==> config.mk <==
export PLATFORM = sky130hd
export DESIGN_NAME = tile_palette_bank_flat
export DESIGN_NICKNAME = d
export VERILOG_FILES = /design/src/rtl/tile_palette_bank_pkg.sv /design/src/rtl/tile_palette_bank_if.sv /design/src/rtl/tile_palette_bank_palette_regfile.sv /design/src/rtl/tile_palette_bank.sv /design/src/flat_wrapper.sv
export SDC_FILE = /design/constraint.sdc
export NUM_CORES = 1
export LEC_CHECK = 0
export BUFFER_PORTS_ARGS = -buffer_cell sky130_fd_sc_hd__buf_2
export CELL_PAD_IN_SITES_DETAIL_PLACEMENT = 0
export CELL_PAD_IN_SITES_GLOBAL_PLACEMENT = 1
export CORE_UTILIZATION = 58
export CTS_CLUSTER_DIAMETER = 100
export DETAILED_ROUTE_END_ITERATION = 8
export GPL_TIMING_DRIVEN = 0
export PLACE_DENSITY = 0.95
export SYNTH_ARGS = -nofsm -noshare
export SYNTH_HDL_FRONTEND = slang
export SYNTH_SLANG_ARGS = --single-unit
==> constraint.sdc <==
create_clock -name clk -period 44.7 [get_ports clk]
set_input_delay 2.235 -clock clk [delete_from_list [all_inputs] [get_ports clk]]
set_output_delay 2.235 -clock clk [all_outputs]
set_load 0.005 [all_outputs]
==> src/rtl/tile_palette_bank_pkg.sv <==
// rtl/tile_palette_bank_pkg.sv - shared types, default parameters and reset palette for tile_palette_bank
package tile_palette_bank_pkg;

  localparam int IDX_W_DEF        = 4;
  localparam int NUM_BANKS_DEF    = 4;
  localparam int CH_W_DEF         = 4;
  localparam int FLASH_FRAMES_DEF = 16;

  // Index loaded with blue at reset; every other entry comes up green.
  localparam int BLUE_IDX = 1;

  typedef struct packed {
    logic [CH_W_DEF-1:0] r;
    logic [CH_W_DEF-1:0] g;
    logic [CH_W_DEF-1:0] b;
  } rgb_t;

  localparam rgb_t RGB_BLUE  = '{r: '0, g: '0, b: '1};
  localparam rgb_t RGB_GREEN = '{r: '0, g: '1, b: '0};

  function automatic logic reset_is_blue(input int idx);
    return idx == BLUE_IDX;
  endfunction

endpackage

==> src/rtl/tile_palette_bank_if.sv <==
// rtl/tile_palette_bank_if.sv - pixel lookup, palette write and colour output bundle
interface tile_palette_bank_if
  import tile_palette_bank_pkg::*;
#(
  parameter int IDX_W     = IDX_W_DEF,
  parameter int NUM_BANKS = NUM_BANKS_DEF,
  parameter int CH_W      = CH_W_DEF
) ();

  logic                         pix_valid;
  logic [IDX_W-1:0]             index;
  logic                         wr_en;
  logic [$clog2(NUM_BANKS)-1:0] wr_bank;
  logic [IDX_W-1:0]             wr_idx;
  logic [3*CH_W-1:0]            wr_rgb;
  logic [CH_W-1:0]              red;
  logic [CH_W-1:0]              green;
  logic [CH_W-1:0]              blue;
  logic                         out_valid;
  logic                         transparent;

  modport master (
    output pix_valid, index, wr_en, wr_bank, wr_idx, wr_rgb,
    input  red, green, blue, out_valid, transparent
  );

  modport slave (
    input  pix_valid, index, wr_en, wr_bank, wr_idx, wr_rgb,
    output red, green, blue, out_valid, transparent
  );

endinterface

==> src/rtl/tile_palette_bank_palette_regfile.sv <==
// rtl/tile_palette_bank_palette_regfile.sv - flop-based palette store, one write and one async read port
module palette_regfile
  import tile_palette_bank_pkg::*;
#(
  parameter int IDX_W     = IDX_W_DEF,
  parameter int NUM_BANKS = NUM_BANKS_DEF,
  parameter int CH_W      = CH_W_DEF
) (
  input  logic                         clk,
  input  logic                         rst,
  input  logic                         wr_en,
  input  logic [$clog2(NUM_BANKS)-1:0] wr_bank,
  input  logic [IDX_W-1:0]             wr_idx,
  input  logic [3*CH_W-1:0]            wr_rgb,
  input  logic [$clog2(NUM_BANKS)-1:0] rd_bank,
  input  logic [IDX_W-1:0]             rd_idx,
  output logic [3*CH_W-1:0]            rd_rgb
);

  localparam int ENTRIES = 2**IDX_W;
  localparam logic [3*CH_W-1:0] BLUE  = {{(2*CH_W){1'b0}}, {CH_W{1'b1}}};
  localparam logic [3*CH_W-1:0] GREEN = {{CH_W{1'b0}}, {CH_W{1'b1}}, {CH_W{1'b0}}};

  logic [3*CH_W-1:0] mem [NUM_BANKS][ENTRIES];

  // Reset dominates, so a write coinciding with reset is dropped.
  always_ff @(posedge clk or posedge rst) begin
    if (rst) begin
      for (int b = 0; b < NUM_BANKS; b++) begin
        for (int i = 0; i < ENTRIES; i++) begin
          mem[b][i] <= reset_is_blue(i) ? BLUE : GREEN;
        end
      end
    end else if (wr_en) begin
      mem[wr_bank][wr_idx] <= wr_rgb;
    end
  end

  assign rd_rgb = mem[rd_bank][rd_idx];

endmodule

==> src/rtl/tile_palette_bank.sv <==
// rtl/tile_palette_bank.sv - banked palette lookup with frame-synchronous bank switch and index flashing
module tile_palette_bank
  import tile_palette_bank_pkg::*;
#(
  parameter int IDX_W        = IDX_W_DEF,
  parameter int NUM_BANKS    = NUM_BANKS_DEF,
  parameter int CH_W         = CH_W_DEF,
  parameter int FLASH_FRAMES = FLASH_FRAMES_DEF
) (
  input  logic                         clk,
  input  logic                         rst,
  input  logic                         frame_start,
  input  logic [$clog2(NUM_BANKS)-1:0] bank_req,
  input  logic                         flash_en,
  input  logic [IDX_W-1:0]             flash_idx,
  output logic [$clog2(NUM_BANKS)-1:0] active_bank,
  tile_palette_bank_if.slave           bus
);

  localparam int FC_W = (FLASH_FRAMES > 1) ? $clog2(FLASH_FRAMES) : 1;
  localparam logic [FC_W-1:0] FC_LAST = FC_W'(FLASH_FRAMES - 1);

  logic [FC_W-1:0]   frame_cnt;
  logic              flash_phase;
  logic [3*CH_W-1:0] rd_rgb;
  logic [3*CH_W-1:0] sel_rgb;
  logic              hit;
  logic              blank;

  palette_regfile #(
    .IDX_W     (IDX_W),
    .NUM_BANKS (NUM_BANKS),
    .CH_W      (CH_W)
  ) u_regfile (
    .clk     (clk),
    .rst     (rst),
    .wr_en   (bus.wr_en),
    .wr_bank (bus.wr_bank),
    .wr_idx  (bus.wr_idx),
    .wr_rgb  (bus.wr_rgb),
    .rd_bank (active_bank),
    .rd_idx  (bus.index),
    .rd_rgb  (rd_rgb)
  );

  always_ff @(posedge clk or posedge rst) begin
    if (rst) begin
      active_bank <= '0;
    end else if (frame_start) begin
      active_bank <= bank_req;
    end
  end

  always_ff @(posedge clk or posedge rst) begin
    if (rst) begin
      frame_cnt   <= '0;
      flash_phase <= 1'b0;
    end else if (!flash_en) begin
      frame_cnt   <= '0;
      flash_phase <= 1'b0;
    end else if (frame_start) begin
      if (frame_cnt == FC_LAST) begin
        frame_cnt   <= '0;
        flash_phase <= ~flash_phase;
      end else begin
        frame_cnt <= frame_cnt + 1'b1;
      end
    end
  end

  // A write landing on the entry being displayed this cycle is forwarded.
  always_comb begin
    hit     = bus.wr_en && (bus.wr_bank == active_bank) && (bus.wr_idx == bus.index);
    sel_rgb = hit ? bus.wr_rgb : rd_rgb;
    blank   = flash_en && flash_phase && (bus.index == flash_idx);
  end

  always_ff @(posedge clk or posedge rst) begin
    if (rst) begin
      bus.red         <= '0;
      bus.green       <= '0;
      bus.blue        <= '0;
      bus.out_valid   <= 1'b0;
      bus.transparent <= 1'b0;
    end else begin
      bus.out_valid   <= bus.pix_valid;
      bus.transparent <= bus.pix_valid && (bus.index == '0);
      if (bus.pix_valid && !blank) begin
        bus.red   <= sel_rgb[3*CH_W-1 -: CH_W];
        bus.green <= sel_rgb[2*CH_W-1 -: CH_W];
        bus.blue  <= sel_rgb[CH_W-1 -: CH_W];
      end else begin
        bus.red   <= '0;
        bus.green <= '0;
        bus.blue  <= '0;
      end
    end
  end

endmodule

==> src/flat_wrapper.sv <==
// flat-port wrapper written by rule: the top's interface ports become plain ports
module tile_palette_bank_flat import tile_palette_bank_pkg::*;
#(
  parameter int IDX_W        = IDX_W_DEF,
  parameter int NUM_BANKS    = NUM_BANKS_DEF,
  parameter int CH_W         = CH_W_DEF,
  parameter int FLASH_FRAMES = FLASH_FRAMES_DEF
)
  (clk, rst, frame_start, bank_req, flash_en, flash_idx, active_bank, bus_pix_valid, bus_index, bus_wr_en, bus_wr_bank, bus_wr_idx, bus_wr_rgb, bus_red, bus_green, bus_blue, bus_out_valid, bus_transparent);
  tile_palette_bank_if #(.IDX_W(IDX_W), .NUM_BANKS(NUM_BANKS), .CH_W(CH_W)) bus_i ();
  input  logic clk;
  input  logic rst;
  input  logic frame_start;
  input  logic [$clog2(NUM_BANKS)-1:0] bank_req;
  input  logic flash_en;
  input  logic [IDX_W-1:0] flash_idx;
  output logic [$clog2(NUM_BANKS)-1:0] active_bank;
  input wire logic [$bits(bus_i.pix_valid)-1:0] bus_pix_valid;
  input wire logic [$bits(bus_i.index)-1:0] bus_index;
  input wire logic [$bits(bus_i.wr_en)-1:0] bus_wr_en;
  input wire logic [$bits(bus_i.wr_bank)-1:0] bus_wr_bank;
  input wire logic [$bits(bus_i.wr_idx)-1:0] bus_wr_idx;
  input wire logic [$bits(bus_i.wr_rgb)-1:0] bus_wr_rgb;
  output wire logic [$bits(bus_i.red)-1:0] bus_red;
  output wire logic [$bits(bus_i.green)-1:0] bus_green;
  output wire logic [$bits(bus_i.blue)-1:0] bus_blue;
  output wire logic [$bits(bus_i.out_valid)-1:0] bus_out_valid;
  output wire logic [$bits(bus_i.transparent)-1:0] bus_transparent;
  assign bus_i.pix_valid = bus_pix_valid;
  assign bus_i.index = bus_index;
  assign bus_i.wr_en = bus_wr_en;
  assign bus_i.wr_bank = bus_wr_bank;
  assign bus_i.wr_idx = bus_wr_idx;
  assign bus_i.wr_rgb = bus_wr_rgb;
  assign bus_red = bus_i.red;
  assign bus_green = bus_i.green;
  assign bus_blue = bus_i.blue;
  assign bus_out_valid = bus_i.out_valid;
  assign bus_transparent = bus_i.transparent;
  tile_palette_bank #(.IDX_W(IDX_W), .NUM_BANKS(NUM_BANKS), .CH_W(CH_W), .FLASH_FRAMES(FLASH_FRAMES)) u_core (.clk(clk), .rst(rst), .frame_start(frame_start), .bank_req(bank_req), .flash_en(flash_en), .flash_idx(flash_idx), .active_bank(active_bank), .bus(bus_i));
endmodule
==> impl_metrics.json, run 1 <==
{
  "hold_end": "u_core.u_regfile.mem[719]$_DFFE_PP0P_",
  "final-hold-violation-count": 0,
  "p_int_mw": 1.35,
  "wl_per_cell_um": 33.6,
  "tightest_slew_ns": 1.22,
  "grt_max_degree": 145,
  "r2r_slack_ns": 40.91,
  "skew_ns": 0.0237,
  "slew_headroom": 0.181,
  "drt_iter0_drc": 2709,
  "start_util": 0.588,
  "period_share": 0.105,
  "seqCellArea_mm2": 0.0201,
  "drive_gt1_frac": 0.546,
  "power_density_mw_per_mm2": 44.4,
  "power_frac_comb": 0.150,
  "fill_cells": 4482,
  "antenna_left": 0,
  "die_y_um": 255,
  "yosys_warnings": 0,
  "num_vias": 23900,
  "leakagePower_nw": 18.4,
  "root_buffer": "clkbuf_16",
  "final_nets": 2619,
  "die-area_mm2": 0.0650,
  "cp_max_fo": 10,
  "synth_ff_type": "dfrtp_1",
  "rsz0062_at_grt": "false",
  "outcome": "complete, no violations",
  "antenna_found_initial": 3,
  "p_clk_frac": 0.366,
  "ios": 50,
  "fp-row-count": 92,
  "worstSetupPathType": "in2reg",
  "overflow": 0,
  "synthCells": 2470,
  "drtPass1Iterations": 6,
  "gp_congestion": 0.953,
  "fmax_mhz": 213,
  "fp.dieW_um": 255,
  "synth_edf_count": 0,
  "swShare": 0.260,
  "ys_async_sr_fraction": 1.00,
  "setup_tns_ns": 0,
  "hp-class": "reg2reg",
  "timing.rr.start": "u_core.active_bank[0]$_DFFE_PP0P_",
  "cp-start-kind": "primary input",
  "core_mm2": 0.0631,
  "cts_buffers": 79,
  "avgSynthCellArea_um2": 15.0,
  "clk_latency_ns": 0.66,
  "drc": 0,
  "hpwl_mm": 81.9,
  "setup_viol": 0,
  "numPortBuffers": 27,
  "critPathRequiredTime_ns": 45.21,
  "end_kind": "flop",
  "mostFrequentLayoutCell": "mux2_2",
  "grt_pass1_vias": 25100,
  "rr_worst_depth": 8,
  "via_per_inst": 6.84,
  "r2r-end": "u_core.bus.green[0]$_DFF_PP0_",
  "grt_util_all_layers": 0.371,
  "clock-sinks": 789,
  "total_power_mw": 1.82,
  "cts_buffer_depth": 3,
  "grt_first_pass_wirelength_mm": 170,
  "cp.arrival_ns": 5.21,
  "ys_seq_area_frac": 0.541,
  "synth_nets": 2505,
  "p_switching_mw": 0.473,
  "multiInputGateArea_mm2": 0.0156,
  "synth_area_mm2": 0.0371,
  "min_period_ns": 4.70,
  "clkTransAtPathRegs_ns": 0.06,
  "synth-seq-cells": 789,
  "maxCapViolCount": 0,
  "synth.distinct_cells": 80,
  "cts_resized": 0,
  "min_path_cells": 1,
  "drt-total-wl_mm": 117,
  "drv_slew": 0,
  "min_from": "u_core.u_regfile.mem[719]$_DFFE_PP0P_",
  "postCtsHoldBufs": 0,
  "htree_levels": 3,
  "final_cell_mix": "mux2_2, dfrtp_1, dfstp_2, mux2i_1, clkbuf_1",
  "areaGrowthSynthToFinish_pct": 10.6,
  "cts_tree": "done",
  "peakVddDrop_v": 0.0000366,
  "post_cts_buffers": 0,
  "pwr-share-seq": 0.483
}
## flip-flops by register name (all words and copies together) (netlist names)
| register | flops |
|---|---|
| u_core.bus.out_valid | 1 |
| u_core.u_regfile.mem | 768 |
| u_core.bus.transparent | 1 |
| u_core.bus.blue | 4 |
| u_core.flash_phase | 1 |
| u_core.bus.red | 4 |
| u_core.bus.green | 4 |
| u_core.frame_cnt | 4 |
| u_core.active_bank | 2 |
## synthesized netlist by cell type, types with 15 or more instances
| cell type | count | share of area |
|---|---|---|
| o21ai_0 | 23 | 0.0031 |
| a221oi_1 | 15 | 0.0035 |
| buf_4 | 18 | 0.0036 |
| mux2_2 | 785 | 0.24 |
| nand3_1 | 24 | 0.0032 |
| dfrtp_1 | 533 | 0.36 |
| nor2_1 | 35 | 0.0035 |
| buf_6 | 18 | 0.0055 |
| a22oi_1 | 24 | 0.0049 |
| mux4_1 | 29 | 0.021 |
| clkbuf_1 | 98 | 0.0099 |
| mux2i_1 | 136 | 0.037 |
| mux4_2 | 99 | 0.060 |
| dfstp_2 | 256 | 0.18 |
| buf_2 | 84 | 0.011 |
| a21oi_1 | 25 | 0.0034 |
| nand2_1 | 85 | 0.0086 |
## worst max-delay path, stage by stage
cell and delay [ns]:
buf_4 0.27, buf_6 0.29, buf_6 0.34, clkbuf_8 0.33, nor3b_1 0.72, a221oi_1 0.24
nand3_1 0.14, nand3_1 0.22, a31oi_1 0.37
## per-stage QoR
stage / util / setup WS, ns / instances / instance area [um2] / hold WS [ns]
final: 0.650 / 40.00 / 3494 / 41000 / 0.494
after global routing: 0.650 / 40.06 / 3492 / 41000 / 0.508
after CTS: 0.650 / 40.19 / 3492 / 41000 / 0.498
after detailed placement: 0.610 / 39.54 / 3349 / 38500 / 0.486
after global placement: 0.607 / 14.53 / 3343 / 38300 / 0.480
after floorplan: - / 20.74 / 2470 / 37100 / 0.470
## power groups by stage
stage	registers [mW]	clock network, mW	logic, mW
floorplan	0.872	0	0.194
global placement	0.881	0	0.256
detailed placement	0.888	0	0.269
CTS	0.877	0.668	0.270
global route	0.888	0.695	0.286
finish	0.880	0.667	0.274
## cell type report
class,count,share of cell area
clock buffer,131,0.0592
multi-input combinational,1435,0.379
antenna,2,0.000122
tap,846,0.0258
inverter,6,0.000732
sequential,789,0.489
clock inverter,12,0.00314
timing repair buffer,33,0.00732
buffer,240,0.0352
## logic make-up (layout without fill, tap and decap cells)
family,count (synthesis),in the layout,share of synthesized area
AO/OA/AOI/OAI,162,162,0.0314
XOR/XNOR,13,13,0.00307
adder cells (fa/ha/maj),1,1,0.000337
buffers and inverters,246,422,0.0395
flip-flops,789,789,0.541
multiplexers,1052,1052,0.358
other,0,2,0
AND/OR/NAND/NOR,207,207,0.0269
## worst max path at each step
stage	from	endpoint	slack, ns	depth (start not counted)
finish	bus_index[0]	u_core.bus.green[2]$_DFF_PP0_	40.00	9
global route	bus_index[2]	u_core.bus.green[2]$_DFF_PP0_	40.06	7
CTS	bus_index[0]	u_core.bus.green[2]$_DFF_PP0_	40.19	9
detailed placement	bus_index[0]	u_core.bus.green[2]$_DFF_PP0_	39.54	9
global placement	rst	u_core.u_regfile.mem[759]$_DFFE_PP0P_	14.53	2
floorplan	rst	u_core.active_bank[0]$_DFFE_PP0P_	20.74	1
## routing by layer
layer,vias to the layer above,global-route usage,wire (um),part of all wire
met5,-,0,0,0
met4,0,0.218,7960,0.068
met3,414,0.104,11800,0.10
met2,1442,0.558,52500,0.45
met1,12700,0.483,45000,0.38
li1,9346,-,-,-
No activity file was read; power rests on OpenSTA's default activity.
==> inputs of run 2 (changes only) <==
--- a/config.mk
+++ b/config.mk
@@ -8,11 +8,11 @@
 export BUFFER_PORTS_ARGS = -buffer_cell sky130_fd_sc_hd__buf_2
 export CELL_PAD_IN_SITES_DETAIL_PLACEMENT = 0
 export CELL_PAD_IN_SITES_GLOBAL_PLACEMENT = 1
-export CORE_UTILIZATION = 58
+export CORE_UTILIZATION = 49
 export CTS_CLUSTER_DIAMETER = 100
 export DETAILED_ROUTE_END_ITERATION = 8
 export GPL_TIMING_DRIVEN = 0
-export PLACE_DENSITY = 0.95
+export PLACE_DENSITY = 0.87
 export SYNTH_ARGS = -nofsm -noshare
 export SYNTH_HDL_FRONTEND = slang
 export SYNTH_SLANG_ARGS = --single-unit
==> constraint.sdc (replaced) <==
create_clock -name clk -period 4.3 [get_ports clk]
set_input_delay 0.215 -clock clk [delete_from_list [all_inputs] [get_ports clk]]
set_output_delay 0.215 -clock clk [all_outputs]
set_load 0.005 [all_outputs]
==> impl_metrics.json, run 2 (synthesis gave the netlist of run 1 again) <==
{
  "place_area_mm2": 0.0388,
  "drv_slew": 0,
  "drive_gt1_frac": 0.554,
  "fill_cells": 5737,
  "grt_pass1_vias": 25400,
  "final_nets": 2640,
  "multiInputGateArea_mm2": 0.0156,
  "hold_end": "u_core.u_regfile.mem[210]$_DFFE_PP1P_",
  "grt_first_pass_wirelength_mm": 175,
  "cp_max_fo": 10,
  "ios": 50,
  "min_from": "bus_wr_rgb[6]",
  "cts_buffers": 82,
  "antenna_left": 0,
  "timing.rr.start": "u_core.active_bank[0]$_DFFE_PP0P_",
  "r2r_slack_ns": 0.62,
  "cp-start-kind": "flop",
  "core_mm2": 0.0747,
  "die-area_mm2": 0.0768,
  "leakagePower_nw": 18.8,
  "peakVddDrop_v": 0.000280,
  "numPortBuffers": 27,
  "stdcell_area_mm2": 0.0418,
  "htree_levels": 3,
  "power_density_mw_per_mm2": 472,
  "setup_viol": 0,
  "critPathRequiredTime_ns": 4.81,
  "skew_ns": 0.0199,
  "period_share": 0.856,
  "drtPass1Iterations": 7,
  "wl_per_cell_um": 33.1,
  "drc": 0,
  "die_y_um": 277,
  "cts_tree": "done",
  "gp_congestion": 0.935,
  "seqCellArea_mm2": 0.0201,
  "root_buffer": "clkbuf_16",
  "total_power_mw": 19.7,
  "min_path_cells": 2,
  "clkTransAtPathRegs_ns": 0.06,
  "areaGrowthSynthToFinish_pct": 12.7,
  "maxCapViolCount": 0,
  "min_period_ns": 3.68,
  "largest_reg_flops": 768,
  "grt_max_degree": 47,
  "drt-total-wl_mm": 120,
  "drt_iter0_drc": 2485,
  "via_per_inst": 6.55,
  "outcome": "complete, no violations",
  "start_util": 0.497,
  "rsz0062_at_grt": "false",
  "clock-sinks": 789,
  "end_kind": "flop",
  "overflow": 0,
  "clk_latency_ns": 0.65,
  "tightest_slew_ns": 1.21,
  "hpwl_mm": 85.2,
  "antenna_cells": 0,
  "num_vias": 23800,
  "cts_resized": 0,
  "final_cell_mix": "mux2_2, dfrtp_1, dfstp_2, mux2i_1, clkbuf_1",
  "hp-class": "in2reg",
  "mostFrequentLayoutCell": "mux2_2",
  "final-hold-violation-count": 0,
  "slew_headroom": 0.187,
  "r2r-end": "u_core.bus.green[0]$_DFF_PP0_",
  "worstSetupPathType": "reg2reg",
  "top_register": "u_core.u_regfile.mem",
  "fp-row-count": 100,
  "rr_worst_depth": 8,
  "antenna_found_initial": 2,
  "fmax_mhz": 272,
  "cp.arrival_ns": 4.19,
  "cts_buffer_depth": 3,
  "grt_util_all_layers": 0.317,
  "fp.dieW_um": 277
}
==> run 2: worst max path at each step <==
stage / slack, ns / cells after the start / to / start
after floorplan: -6.53 / 1 / u_core.active_bank[0]$_DFFE_PP0P_ / rst
after global placement: -9.99 / 2 / u_core.u_regfile.mem[327]$_DFFE_PP0P_ / rst
after detailed placement: 0.77 / 8 / u_core.bus.green[0]$_DFF_PP0_ / u_core.active_bank[0]$_DFFE_PP0P_
after CTS: 0.77 / 8 / u_core.bus.green[0]$_DFF_PP0_ / u_core.active_bank[0]$_DFFE_PP0P_
after global routing: 0.70 / 8 / u_core.bus.green[0]$_DFF_PP0_ / u_core.active_bank[0]$_DFFE_PP0P_
final: 0.62 / 8 / u_core.bus.green[0]$_DFF_PP0_ / u_core.active_bank[0]$_DFFE_PP0P_
==> run 2: worst max-delay path, cell delays in order, from the launching register on <==
cell	delay, ns
dfrtp_1	0.41
buf_6	0.29
clkbuf_8	0.36
buf_6	0.27
clkinv_1	0.58
buf_2	0.54
a311oi_1	0.36
o221ai_1	0.29
a31oi_1	0.40
==> run 2: per-layer routing <==
layer | global-route usage | vias to the layer above | wire [um]
li1 | - | 9406 | -
met1 | 0.413 | 12800 | 47200
met2 | 0.484 | 1316 | 54400
met3 | 0.0850 | 373 | 11300
met4 | 0.176 | 2 | 7580
met5 | 0 | - | 8
==> run 2: power by group <==
group | switching (mW) | internal [mW] | total (mW)
Combinational | 1.45 | 1.43 | 2.89
Clock | 3.05 | 4.63 | 7.68
Sequential | 0.514 | 8.63 | 9.15
==> run 2: cell type report <==
type / instances / share of cell area
Buffer: 240 / 0.0346
Clock buffer: 122 / 0.0598
Clock inverter: 31 / 0.00991
Inverter: 6 / 0.000629
Multi-Input combinational cell: 1435 / 0.372
Sequential cell: 789 / 0.480
Tap cell: 969 / 0.0290
Timing Repair Buffer: 51 / 0.0135
==> run 2: what timing repair did <==
action                    CTS  global route
hold endpoints to repair   36             0
hold buffers                5             0
buffers inserted            0             0
==> run 2: stage by stage <==
step	setup TNS, ns	utilization	worst slack [ns]	hold slack [ns]	std cells
2_1_floorplan	-4381.04	-	-6.53	0.246	2470
3_3_place_gp	-6799.45	0.515	-9.99	0.434	3466
3_5_place_dp	0	0.520	0.772	0.394	3485
4_1_cts	0	0.559	0.767	0.158	3643
5_1_grt	0	0.559	0.697	0.164	3643
6_report	0	0.559	0.620	0.169	3643
==> inputs of run 3 (changes only) <==
--- a/config.mk
+++ b/config.mk
@@ -5,12 +5,12 @@
 export SDC_FILE = /design/constraint.sdc
 export NUM_CORES = 1
 export LEC_CHECK = 0
-export BUFFER_PORTS_ARGS = -buffer_cell sky130_fd_sc_hd__buf_2
 export CELL_PAD_IN_SITES_DETAIL_PLACEMENT = 0
 export CELL_PAD_IN_SITES_GLOBAL_PLACEMENT = 1
 export CORE_UTILIZATION = 49
 export CTS_CLUSTER_DIAMETER = 100
 export DETAILED_ROUTE_END_ITERATION = 8
+export DONT_BUFFER_PORTS = 1
 export GPL_TIMING_DRIVEN = 0
 export PLACE_DENSITY = 0.87
 export SYNTH_ARGS = -nofsm -noshare
==> impl_metrics.json, run 3 (synthesis gave the netlist of run 1 again) <==
{
  "skew_ns": 0.0243,
  "outcome": "complete, no violations",
  "gp_congestion": 0.940,
  "grt_first_pass_wirelength_mm": 175,
  "cp_max_fo": 10,
  "setup_viol": 0,
  "period_share": 0.850,
  "mostFrequentLayoutCell": "mux2_2",
  "min_period_ns": 3.66,
  "pre_cts_ws_ns": 0.815,
  "grt_pass1_vias": 25300,
  "die_y_um": 277,
  "post_cts_buffers": 0,
  "setup_ws_ns": 0.644,
  "postCtsHoldBufs": 5,
  "grt_util_all_layers": 0.317,
  "timing.rr.start": "u_core.active_bank[0]$_DFFE_PP0P_",
  "cp-start-kind": "flop",
  "core_mm2": 0.0747,
  "hp-class": "in2reg",
  "total_power_mw": 19.5,
  "htree_levels": 3,
  "root_buffer": "clkbuf_16",
  "drv_slew": 0,
  "drive_gt1_frac": 0.547,
  "tightest_slew_ns": 1.17,
  "clock-sinks": 789,
  "largest_reg_flops": 768,
  "top_register": "u_core.u_regfile.mem",
  "hpwl_mm": 85.4,
  "num_vias": 23700,
  "worstSetupPathType": "reg2reg",
  "maxCapViolCount": 0,
  "max_stage_delay_ns": 0.54,
  "antenna_found_initial": 5,
  "crit_path_cell_trace": "buf_6, clkbuf_8, buf_6, clkinv_1, buf_2, a311oi_1, o221ai_1, a31oi_1",
  "ios": 50,
  "slew_headroom": 0.220,
  "areaGrowthSynthToFinish_pct": 12.0,
  "final_cell_mix": "mux2_2, dfrtp_1, dfstp_2, mux2i_1, clkbuf_1",
  "die-area_mm2": 0.0768,
  "cts_resized": 0,
  "antenna_left": 0,
  "wl_per_cell_um": 33.3,
  "overflow": 0,
  "min_from": "bus_wr_en",
  "fp-row-count": 100,
  "drc": 0,
  "start_util": 0.497,
  "numPortBuffers": 0,
  "drt-total-wl_mm": 120,
  "cp_common_cell": "buf_6",
  "critPathRequiredTime_ns": 4.79,
  "end_kind": "flop",
  "leakagePower_nw": 18.6,
  "drtPass1Iterations": 5,
  "via_per_inst": 6.56,
  "final-hold-violation-count": 0,
  "fp.dieW_um": 277,
  "power_density_mw_per_mm2": 469,
  "peakVddDrop_v": 0.000292,
  "grt_max_degree": 48,
  "clk_latency_ns": 0.65,
  "fmax_mhz": 274,
  "cts_tree": "done",
  "clkTransAtPathRegs_ns": 0.06,
  "cts_buffers": 82,
  "slowest_stage": "clkinv_1",
  "cp.arrival_ns": 4.15,
  "fill_cells": 5780,
  "cts_buffer_depth": 3,
  "rsz0062_at_grt": "false",
  "startpoint": "u_core.active_bank[0]$_DFFE_PP0P_",
  "final_nets": 2613,
  "holdWs_ns": 0.0674,
  "drt_iter0_drc": 2583
}
==> run 3: changes by cell type in the layout (fill, tap and decap cells not counted), sizes merged <==
cell      before  now
clkinvlp       3    4
buf          177  150
clkinv        19   12
bufinv        10    7
diode          0    1
clkbuf       228  232
inv            5    8
==> run 3: per-stage QoR <==
step	area [um2]	TNS (ns)	std cells	util
final	41500	0	3615	0.556
after global routing	41500	0	3614	0.556
after CTS	41500	0	3614	0.556
after detailed placement	38700	0	3458	0.518
after global placement	38300	-6633.24	3439	0.513
after floorplan	37100	-4381.04	2470	-
==> run 3: layer usage <==
layer	share of wire	wire, um	up-vias	global-route usage
met1	0.40	47500	12700	0.416
met5	0.00012	14	-	0
met4	0.059	7090	2	0.173
met2	0.45	54300	1289	0.479
li1	-	-	9339	-
met3	0.094	11300	364	0.0847
==> run 3: area by class of cell <==
type	instances	area (um2)	area share
Clock inverter	25	320	0.00771
Multi-Input combinational cell	1435	15600	0.374
Buffer	240	1440	0.0348
Antenna cell	1	2.50	0.0000602
Timing Repair Buffer	24	430	0.0104
Sequential cell	789	20100	0.483
Inverter	6	26.3	0.000632
Tap cell	969	1210	0.0292
Clock buffer	126	2490	0.0600
==> run 3: power breakdown <==
part           switching, mW  internal (mW)
combinational           1.44           1.42
sequential             0.520           8.63
clock                   3.04           4.42
total                   5.01           14.5
==> run 3: final timing paths <==
path	to	slack, ns	cells past startpoint
setup reg to reg	u_core.bus.green[0]$_DFF_PP0_	0.64	8
min in group asynchronous	u_core.u_regfile.mem[49]$_DFFE_PP0P_	0.17	2
setup / recovery	u_core.bus.green[0]$_DFF_PP0_	0.64	8
hold / removal	u_core.u_regfile.mem[286]$_DFFE_PP0P_	0.07	4
hold reg to reg	u_core.u_regfile.mem[214]$_DFFE_PP0P_	0.49	1
max in group asynchronous	u_core.u_regfile.mem[715]$_DFFE_PP1P_	2.25	7
==> run 3: worst max-delay path: cells and delay by family (launching register included) <==
family / cells / cell delay [ns]
flops: 1 / 0.43
buf+inv: 5 / 1.99
compound gates: 3 / 1.06
